<file path="src/rtl/uart_pkg.sv">
// Shared definitions for the UART receive path and the baud tick generator.
// The TX side reuses the oversample constants and divider helper.
package uart_pkg;

  typedef enum logic [2:0] {IDLE, START, DATA, STOP, BRK} rx_state_t;

  localparam int OVS   = 16;
  localparam int MID   = 8;
  localparam int NBITS = 8;

  // Clocks per oversample tick, never below one.
  function automatic int calcDiv(input int clkHz, input int baud);
    int d;
    d = clkHz / (baud * OVS);
    return (d < 1) ? 1 : d;
  endfunction

endpackage

</file>
<file path="src/rtl/uart_baud_tick.sv">
// Oversample tick generator: counts 0..DIV-1 and pulses tick at terminal count.
// restart realigns the phase so the first tick lands DIV clocks later.
module uart_baud_tick #(
  parameter int DIV = 27
) (
  input  logic clk,
  input  logic rstN,
  input  logic restart,
  output logic tick
);

  localparam int CW = (DIV > 1) ? $clog2(DIV) : 1;
  localparam logic [CW-1:0] TC = CW'(DIV - 1);

  logic [CW-1:0] cnt;

  always_ff @(posedge clk or negedge rstN) begin
    if (!rstN) begin
      cnt <= '0;
    end else if (restart || cnt == TC) begin
      cnt <= '0;
    end else begin
      cnt <= cnt + 1'b1;
    end
  end

  assign tick = (cnt == TC);

endmodule

</file>
<file path="src/rtl/uart_rx_byte.sv">
// 8N1 UART receiver with 16x oversampling; delivers bytes as one-cycle strobes
// and flags framing errors (stop bit low).
//
//   state | meaning
//   IDLE  | line idle, waiting for a low level on the synchronized input
//   START | counting to mid start bit to reject glitches
//   DATA  | sampling 8 data bits, LSB first, every 16th tick
//   STOP  | waiting for mid stop bit; emit byte or framing error
//   BRK   | line stuck low after framing error, wait for it to go high
module uart_rx_byte
  import uart_pkg::*;
#(
  parameter int CLK_HZ = 50_000_000,
  parameter int BAUD   = 115200
) (
  input  logic       iCLK_50,
  input  logic       iRST_N,
  input  logic       iUART_RXD,
  output logic [7:0] oDATA,
  output logic       oVALID,
  output logic       oFERR,
  output logic       oBUSY
);

  localparam int DIV = calcDiv(CLK_HZ, BAUD);
  localparam logic [3:0] SAMPLE_MID  = 4'(MID - 1);
  localparam logic [3:0] SAMPLE_LAST = 4'(OVS - 1);
  localparam logic [2:0] BIT_LAST    = 3'(NBITS - 1);

  logic rxdMeta, rxdS;
  logic restart, tick;

  rx_state_t        state, stateNext;
  logic [3:0]       sampleCnt, sampleCntNext;
  logic [2:0]       bitCnt, bitCntNext;
  logic [NBITS-1:0] shiftReg, shiftNext;
  logic [7:0]       dataQ, dataNext;
  logic             validQ, validNext;
  logic             ferrQ, ferrNext;

  // Line idles high, so the synchronizer resets to 1 to avoid a false start.
  always_ff @(posedge iCLK_50 or negedge iRST_N) begin
    if (!iRST_N) begin
      rxdMeta <= 1'b1;
      rxdS    <= 1'b1;
    end else begin
      rxdMeta <= iUART_RXD;
      rxdS    <= rxdMeta;
    end
  end

  assign restart = (state == IDLE) && !rxdS;

  uart_baud_tick #(.DIV(DIV)) uBaudTick (
    .clk    (iCLK_50),
    .rstN   (iRST_N),
    .restart(restart),
    .tick   (tick)
  );

  always_ff @(posedge iCLK_50 or negedge iRST_N) begin
    if (!iRST_N) begin
      state     <= IDLE;
      sampleCnt <= '0;
      bitCnt    <= '0;
      shiftReg  <= '0;
      dataQ     <= '0;
      validQ    <= 1'b0;
      ferrQ     <= 1'b0;
    end else begin
      state     <= stateNext;
      sampleCnt <= sampleCntNext;
      bitCnt    <= bitCntNext;
      shiftReg  <= shiftNext;
      dataQ     <= dataNext;
      validQ    <= validNext;
      ferrQ     <= ferrNext;
    end
  end

  always_comb begin
    stateNext     = state;
    sampleCntNext = sampleCnt;
    bitCntNext    = bitCnt;
    shiftNext     = shiftReg;
    dataNext      = dataQ;
    validNext     = 1'b0;
    ferrNext      = 1'b0;
    case (state)
      IDLE: begin
        if (!rxdS) begin
          stateNext     = START;
          sampleCntNext = '0;
          bitCntNext    = '0;
        end
      end
      START: begin
        if (tick) begin
          if (sampleCnt == SAMPLE_MID) begin
            sampleCntNext = '0;
            stateNext     = rxdS ? IDLE : DATA;
          end else begin
            sampleCntNext = sampleCnt + 4'd1;
          end
        end
      end
      DATA: begin
        // Sample counter wraps at 16, so each bit is sampled one bit time later.
        if (tick) begin
          sampleCntNext = sampleCnt + 4'd1;
          if (sampleCnt == SAMPLE_LAST) begin
            shiftNext = {rxdS, shiftReg[NBITS-1:1]};
            if (bitCnt == BIT_LAST) begin
              stateNext = STOP;
            end else begin
              bitCntNext = bitCnt + 3'd1;
            end
          end
        end
      end
      STOP: begin
        if (tick) begin
          sampleCntNext = sampleCnt + 4'd1;
          if (sampleCnt == SAMPLE_LAST) begin
            if (rxdS) begin
              dataNext  = shiftReg;
              validNext = 1'b1;
              stateNext = IDLE;
            end else begin
              ferrNext  = 1'b1;
              stateNext = BRK;
            end
          end
        end
      end
      BRK: begin
        if (rxdS) begin
          stateNext = IDLE;
        end
      end
      default: stateNext = IDLE;
    endcase
  end

  assign oDATA  = dataQ;
  assign oVALID = validQ;
  assign oFERR  = ferrQ;
  assign oBUSY  = (state != IDLE);

endmodule

</file>
<file path="config.mk">
export PLATFORM = sky130hd
export DESIGN_NAME = uart_rx_byte
export DESIGN_NICKNAME = d
export VERILOG_FILES = /design/src/rtl/uart_pkg.sv /design/src/rtl/uart_baud_tick.sv /design/src/rtl/uart_rx_byte.sv
export SDC_FILE = /design/constraint.sdc
export NUM_CORES = 1
export LEC_CHECK = 0
export BUFFER_PORTS_ARGS = -buffer_cell sky130_fd_sc_hd__buf_2
export CAP_MARGIN = 20
export CORE_MARGIN = 2
export CORE_UTILIZATION = 52
export CTS_CLUSTER_DIAMETER = 120
export DETAILED_ROUTE_END_ITERATION = 8
export MAX_ROUTING_LAYER = met4
export PLACE_DENSITY = 0.74
export SKIP_CTS_REPAIR_TIMING = 1
export SYNTH_ARGS = -nofsm -noshare
export SYNTH_HDL_FRONTEND = slang
export SYNTH_SLANG_ARGS = --single-unit
</file>
<file path="constraint.sdc">
create_clock -name iCLK_50 -period 2.1 [get_ports iCLK_50]
set_clock_uncertainty 0.2 [all_clocks]
set_input_delay 0.315 -clock iCLK_50 [delete_from_list [all_inputs] [get_ports iCLK_50]]
set_output_delay 0.315 -clock iCLK_50 [all_outputs]
set_load 0.03 [all_outputs]
</file>
; Word level (Yosys, flattened, before mapping)
; Cells that the tools add are included.
[word_totals]
reg_bits = 35
elab_cells = 76
input_bits = 3
[op_classes]
reduce_logical = 13
n_eq_ne = 19
n_addsub = 3
muxes = 31
[ops]
columns = op, n
row1 = 3-bit two-way mux, 14
row2 = "2-bit != test, second input constant", 10
row3 = 4-bit two-way mux, 4
row4 = 3-bit one-hot mux with 5 select lines, 1
row5 = 4-bit one-hot mux with 3 select lines, 1
row6 = 9-bit AND reduction, 1
row7 = 1-bit two-way mux, 8
row8 = 4-bit AND reduction, 2
row9 = "3-bit by 2-bit equality test with 1-bit output, second input constant", 2
row10 = "3-bit equality test, second input constant", 2
row11 = 3-bit one-hot mux with 2 select lines, 1
row12 = 3-bit nonzero test, 2
row13 = "5-bit by 1-bit adder with 5-bit output, second input constant", 1
row14 = "5-bit equality test, second input constant", 1
row15 = 5-bit two-way mux, 1
row16 = 5-bit AND reduction, 1
row17 = "4-bit by 1-bit adder with 4-bit output, second input constant", 1
row18 = "4-bit by 3-bit equality test with 1-bit output, second input constant", 1
row19 = "4-bit equality test, second input constant", 1
row20 = "3-bit by 1-bit adder with 3-bit output, second input constant", 1
row21 = "3-bit by 1-bit equality test with 1-bit output, second input constant", 1
row22 = 3-bit zero test, 1
row23 = 3-bit AND reduction, 1
row24 = 2-bit two-way mux, 1
row25 = other kinds (6), 6

; Longest topological paths before layout
[depth]
depth_word = 5
mapped_depth = 7

; Hierarchy
; Synthesis repeated with hierarchy kept, for this count alone.
[unflattened]
cells_unflattened = 121
hier_area_um2 = 1644.1
[modules_own_cells]
columns = module, area_each_um2, seq_area_each_um2, n_inst, cells_per_inst
row1 = uart_rx_byte, 1360.1, 753.2, 1, 99
row2 = uart_baud_tick, 284.0, 125.1, 1, 22

; Worst setup path before layout
; No wires, ideal clock.
[synth_path]
kind = flip-flop to flip-flop
start = reg uBaudTick.cnt[0]
end = reg shiftReg[0]
t_required_ns = 1.775
t_arrival_ns = 1.749
path_buffers = 1
setup_slack_ns = 0.026
path_stages_with_launch = 8
period_less_slack_ns = 2.074
path_cell_list = dfrtp_1 > inv_1 > ha_1 > nand4b_4 > nor4_4 > nor2b_1 > buf_4 > mux2_2
[synth_via]
elab_chain_len = 2
[synth_lines]
columns = item, line_no
row1 = from (decl), uart_baud_tick.sv:15  ; logic [CW-1:0] cnt;
row2 = from (signal assigned), uart_baud_tick.sv:23  ; cnt <= cnt + 1'b1;
row3 = 5-bit equality test, uart_baud_tick.sv:27  ; assign tick = (cnt == TC);
row4 = 3-bit AND reduction (no line), --
row5 = to (signal assigned), uart_rx_byte.sv:74  ; shiftReg <= shiftNext;
row6 = to (decl), uart_rx_byte.sv:36  ; logic [NBITS-1:0] shiftReg, shiftNext;
; No other way between the ends.
; A chain may end at the register's enable or synchronous reset.

; Final worst setup path
[layout_path]
start = reg state[0]
end = out oBUSY
[layout_via]
elab_chain_len = 1
[layout_lines]
columns = item, line_no
row1 = from (decl), uart_rx_byte.sv:33  ; rx_state_t state, stateNext;
row2 = from (signal assigned), uart_rx_byte.sv:71  ; state <= stateNext;
row3 = 3-bit nonzero test, uart_rx_byte.sv:148  ; assign oBUSY = (state != IDLE);
row4 = to (decl), uart_rx_byte.sv:22  ; output logic oBUSY
; No other way between the ends.

==> summary.md <==
| Metric | Value |
|---|---|
| Reg clk slew, reported paths | approximately 100 ps |
| IO Count | 14 |
| CTS sink count | 35 |
| Largest net degree at the start of global routing | 36 |
| Combinational Power Share | around 1.5% |
| Vias in the first global route | roughly 1100 |
| Total GRT Usage | about a fifth |
| Worst-path cell chain | buf_6 -> or3_2 -> buf_4 |
| Most common cell after layout, fill and taps aside | dfrtp_1 |
| Die area | 3480 um2 |
| Setup violators final | 0 |
| Final Cell Area | between 1500 and 2000 um2 |
| Root Buffer | clkbuf_4 |
| Pins Over Slew Limit | 0 |
| Synth top area cells | dfrtp_1 53%, mux2_2 11%, ha_1 4.0%, dfstp_2 3.3%, nor2_1 2.6% |
| DRC viols | 0 |
| Effective utilization at floorplan | between 50% and 60% |
| Switching part of the total power | approximately 19% |
| Netlist Area Pre-Place | 1570 um2 |
| Yosys reg bits | 35 |
| Die span in x | between 50 and 60 um |
| Wire per inst | 14.8 um |
| Core area | roughly 2800 um2 |
| Slowest CP cell | or3_2 |
| Synth warn | 0 |
| GRT Residual Overflow | 0 |
| Post-DR vias/cell | about 5.7 |
| Syn nets | around 130 |
| Power Dens Cells | ~620 nW/um2 |
| VDD IR max | 0.000431 V |
| Clock share of power | about 40% |
| Mapped Cells | approximately 120 |
| Max Fclk | about 0.49 GHz |
| Initial drt markers | 30 |
| Port Buffer Count | 13 |
| Crit Path Category | reg -> out |
| H-tree levels | 2 |
| P_sw | 222 uW |
| Final hold violations | 0 |
| Worst hold slack | about 160 ps |
| Critical Path Max Stage Delay | between 400 and 500 ps |
| Layout Area Growth over Synthesis | 18.0% |
| Status | complete, no violations |
| Post-layout min period | 2050 ps |
| Pre-Repair DR Iteration Count | 4 |
| Cell-internal power | approximately 930 uW |
| Sequential element share of the synthesized area | between 50% and 60% |
| Worst Hold Class | reg -> reg |
| Worst slew pin tran | around 740 ps |
| Setup ws final | 51.5 ps |
| Layout cell share with drive strength beyond 1 | between 30% and 40% |
| Largest delay share family, worst path | simple AND/OR/NAND/NOR gates |
| CTS tree | done |
| Yosys top cell area share | 52.5% |
| Via count | approximately 1000 |
| Antenna diode instance count | 0 |
| Hpwl dp | around 1800 um |
| Yosys top cell by area | dfrtp_1 |
| Post-Syn Area per Cell | 12.8 um2 |
| Setup tns final | 0 ps |
| Clk buf depth | 2 |
| Netlist cell types | 38 |
| Initial antenna violation count | 0 |
| Slew HR | between 50% and 60% |
| Critical path startpoint category | flop |
| Die Y | ~59 um |
| Tcrit/Tclk final | around 100% |
| Fin nets | roughly 160 |
| Worst EP required | 1580 ps |
| Pre-CTS setup slack | 2.16 ps |
| Core Util, Final | 66.1% |
| GP Congestion | about 0.75 |
| Flop pwr share | between 50 and 60% |
| Antenna Nets Post-Route | 0 |
| Number of max-cap violations | 0 |
| Most frequent cells in the layout | 33 x dfrtp_1, 16 x mux2_2, 12 x buf_2 |
| DRT Wirelength | approximately 2700 um |
| CP Buf/Inv Count | 2 |
| First-pass GRT wire length | approximately 4700 um |
| CTS Buf Count | 5 |
| Leak | roughly 0.95 nW |
| Cell row count | 19 |
| Crit end category | output port |
| Crit path arrival time | around 1500 ps |
| DP Area | roughly 1700 um2 |
| Worst skew pair latency | 330 ps |
| Critical path peak fanout | 11 |
-- synthesized netlist by cell type --
cell / number
dfrtp_1: 33
mux2_2: 16
nor2_1: 11
nand2_1: 7
inv_1: 6
ha_1: 5
and3_1: 3
nand3_1: 3
a21oi_1: 2
a311oi_1: 2
a31o_2: 2
a31oi_1: 2
buf_4: 2
dfstp_2: 2
o31ai_1: 2
xnor2_1: 2
xor2_1: 2
a211oi_1: 1
a22oi_1: 1
a2bb2oi_1: 1
a311o_1: 1
and4b_1: 1
buf_6: 1
clkbuf_1: 1
mux2i_1: 1
nand3_2: 1
nand4b_4: 1
nor2b_1: 1
nor3_1: 1
nor4_4: 1
nor4b_1: 1
o21ai_0: 1
o22ai_1: 1
o31a_4: 1
or2_0: 1
or2b_1: 1
or3_2: 1
or4_4: 1
-- layout make-up --
| cell class | count | area (um2) |
|---|---|---|
| clock buffer | 7 | 45.0 |
| clock inverter | 1 | 30.0 |
| fill | 207 | 950 |
| inverter | 6 | 22.5 |
| multi-input combinational | 78 | 671 |
| sequential | 35 | 878 |
| tap | 31 | 38.8 |
| timing repair buffer | 25 | 170 |
-- registers in the layout, summed over array words and instances, names as in the netlist --
signal         count
oFERR              1
state              3
rxdS               1
oDATA              8
sampleCnt          4
oVALID             1
bitCnt             3
rxdMeta            1
uBaudTick.cnt      5
shiftReg           8
-- final timing paths --
check / depth (start not counted) / from / slack, ps / to
worst max-delay path: 3 / state[0] / 50 / oBUSY
worst min-delay path: 0 / rxdMeta / 160 / rxdS
worst max register to register: 6 / sampleCnt[0] / 100 / shiftReg[6]
worst min register to register: 0 / rxdMeta / 160 / rxdS
max in group asynchronous: 2 / iRST_N / 850 / sampleCnt[2]
min in group asynchronous: 2 / iRST_N / 380 / oDATA[1]
-- logic make-up (layout without fill, tap and decap cells) --
family,after synthesis,count (layout),share of synthesized area (%)
AOI/OAI and AO/OA,17,17,8.59
muxes,17,17,12.1
DFF,35,35,55.8
adders and majority gates,5,5,3.98
buffers and inverters,10,39,3.34
xor gates and xnor gates,4,4,2.23
and+or+nand+nor,35,35,13.9
-- layer usage --
layer | wire (um) | share of wire (%) | track usage, % | up-vias
met5 | 0 | 0 | - | -
met4 | 40 | 1.5 | 7.14 | 0
met3 | 122 | 4.5 | 6.77 | 6
met2 | 1390 | 51 | 31.1 | 30
met1 | 1160 | 43 | 20.7 | 513
li1 | - | - | - | 496
-- power by group through the flow --
stage / clock, mW / combinational [mW] / sequential (mW)
3_3_place_gp: 0 / 0.0154 / 0.693
4_1_cts: 0.474 / 0.0158 / 0.679
6_report: 0.459 / 0.0174 / 0.680
5_1_grt: 0.510 / 0.0210 / 0.680
3_5_place_dp: 0 / 0.0157 / 0.693
2_1_floorplan: 0 / 0.000890 / 0.692
-- through the flow --
step                power, mW  cells
global placement        0.708    171
floorplan               0.693    123
global route             1.21    183
detailed placement      0.708    171
finish                   1.16    183
CTS                      1.17    179
Power figures use the tool's default switching activity.
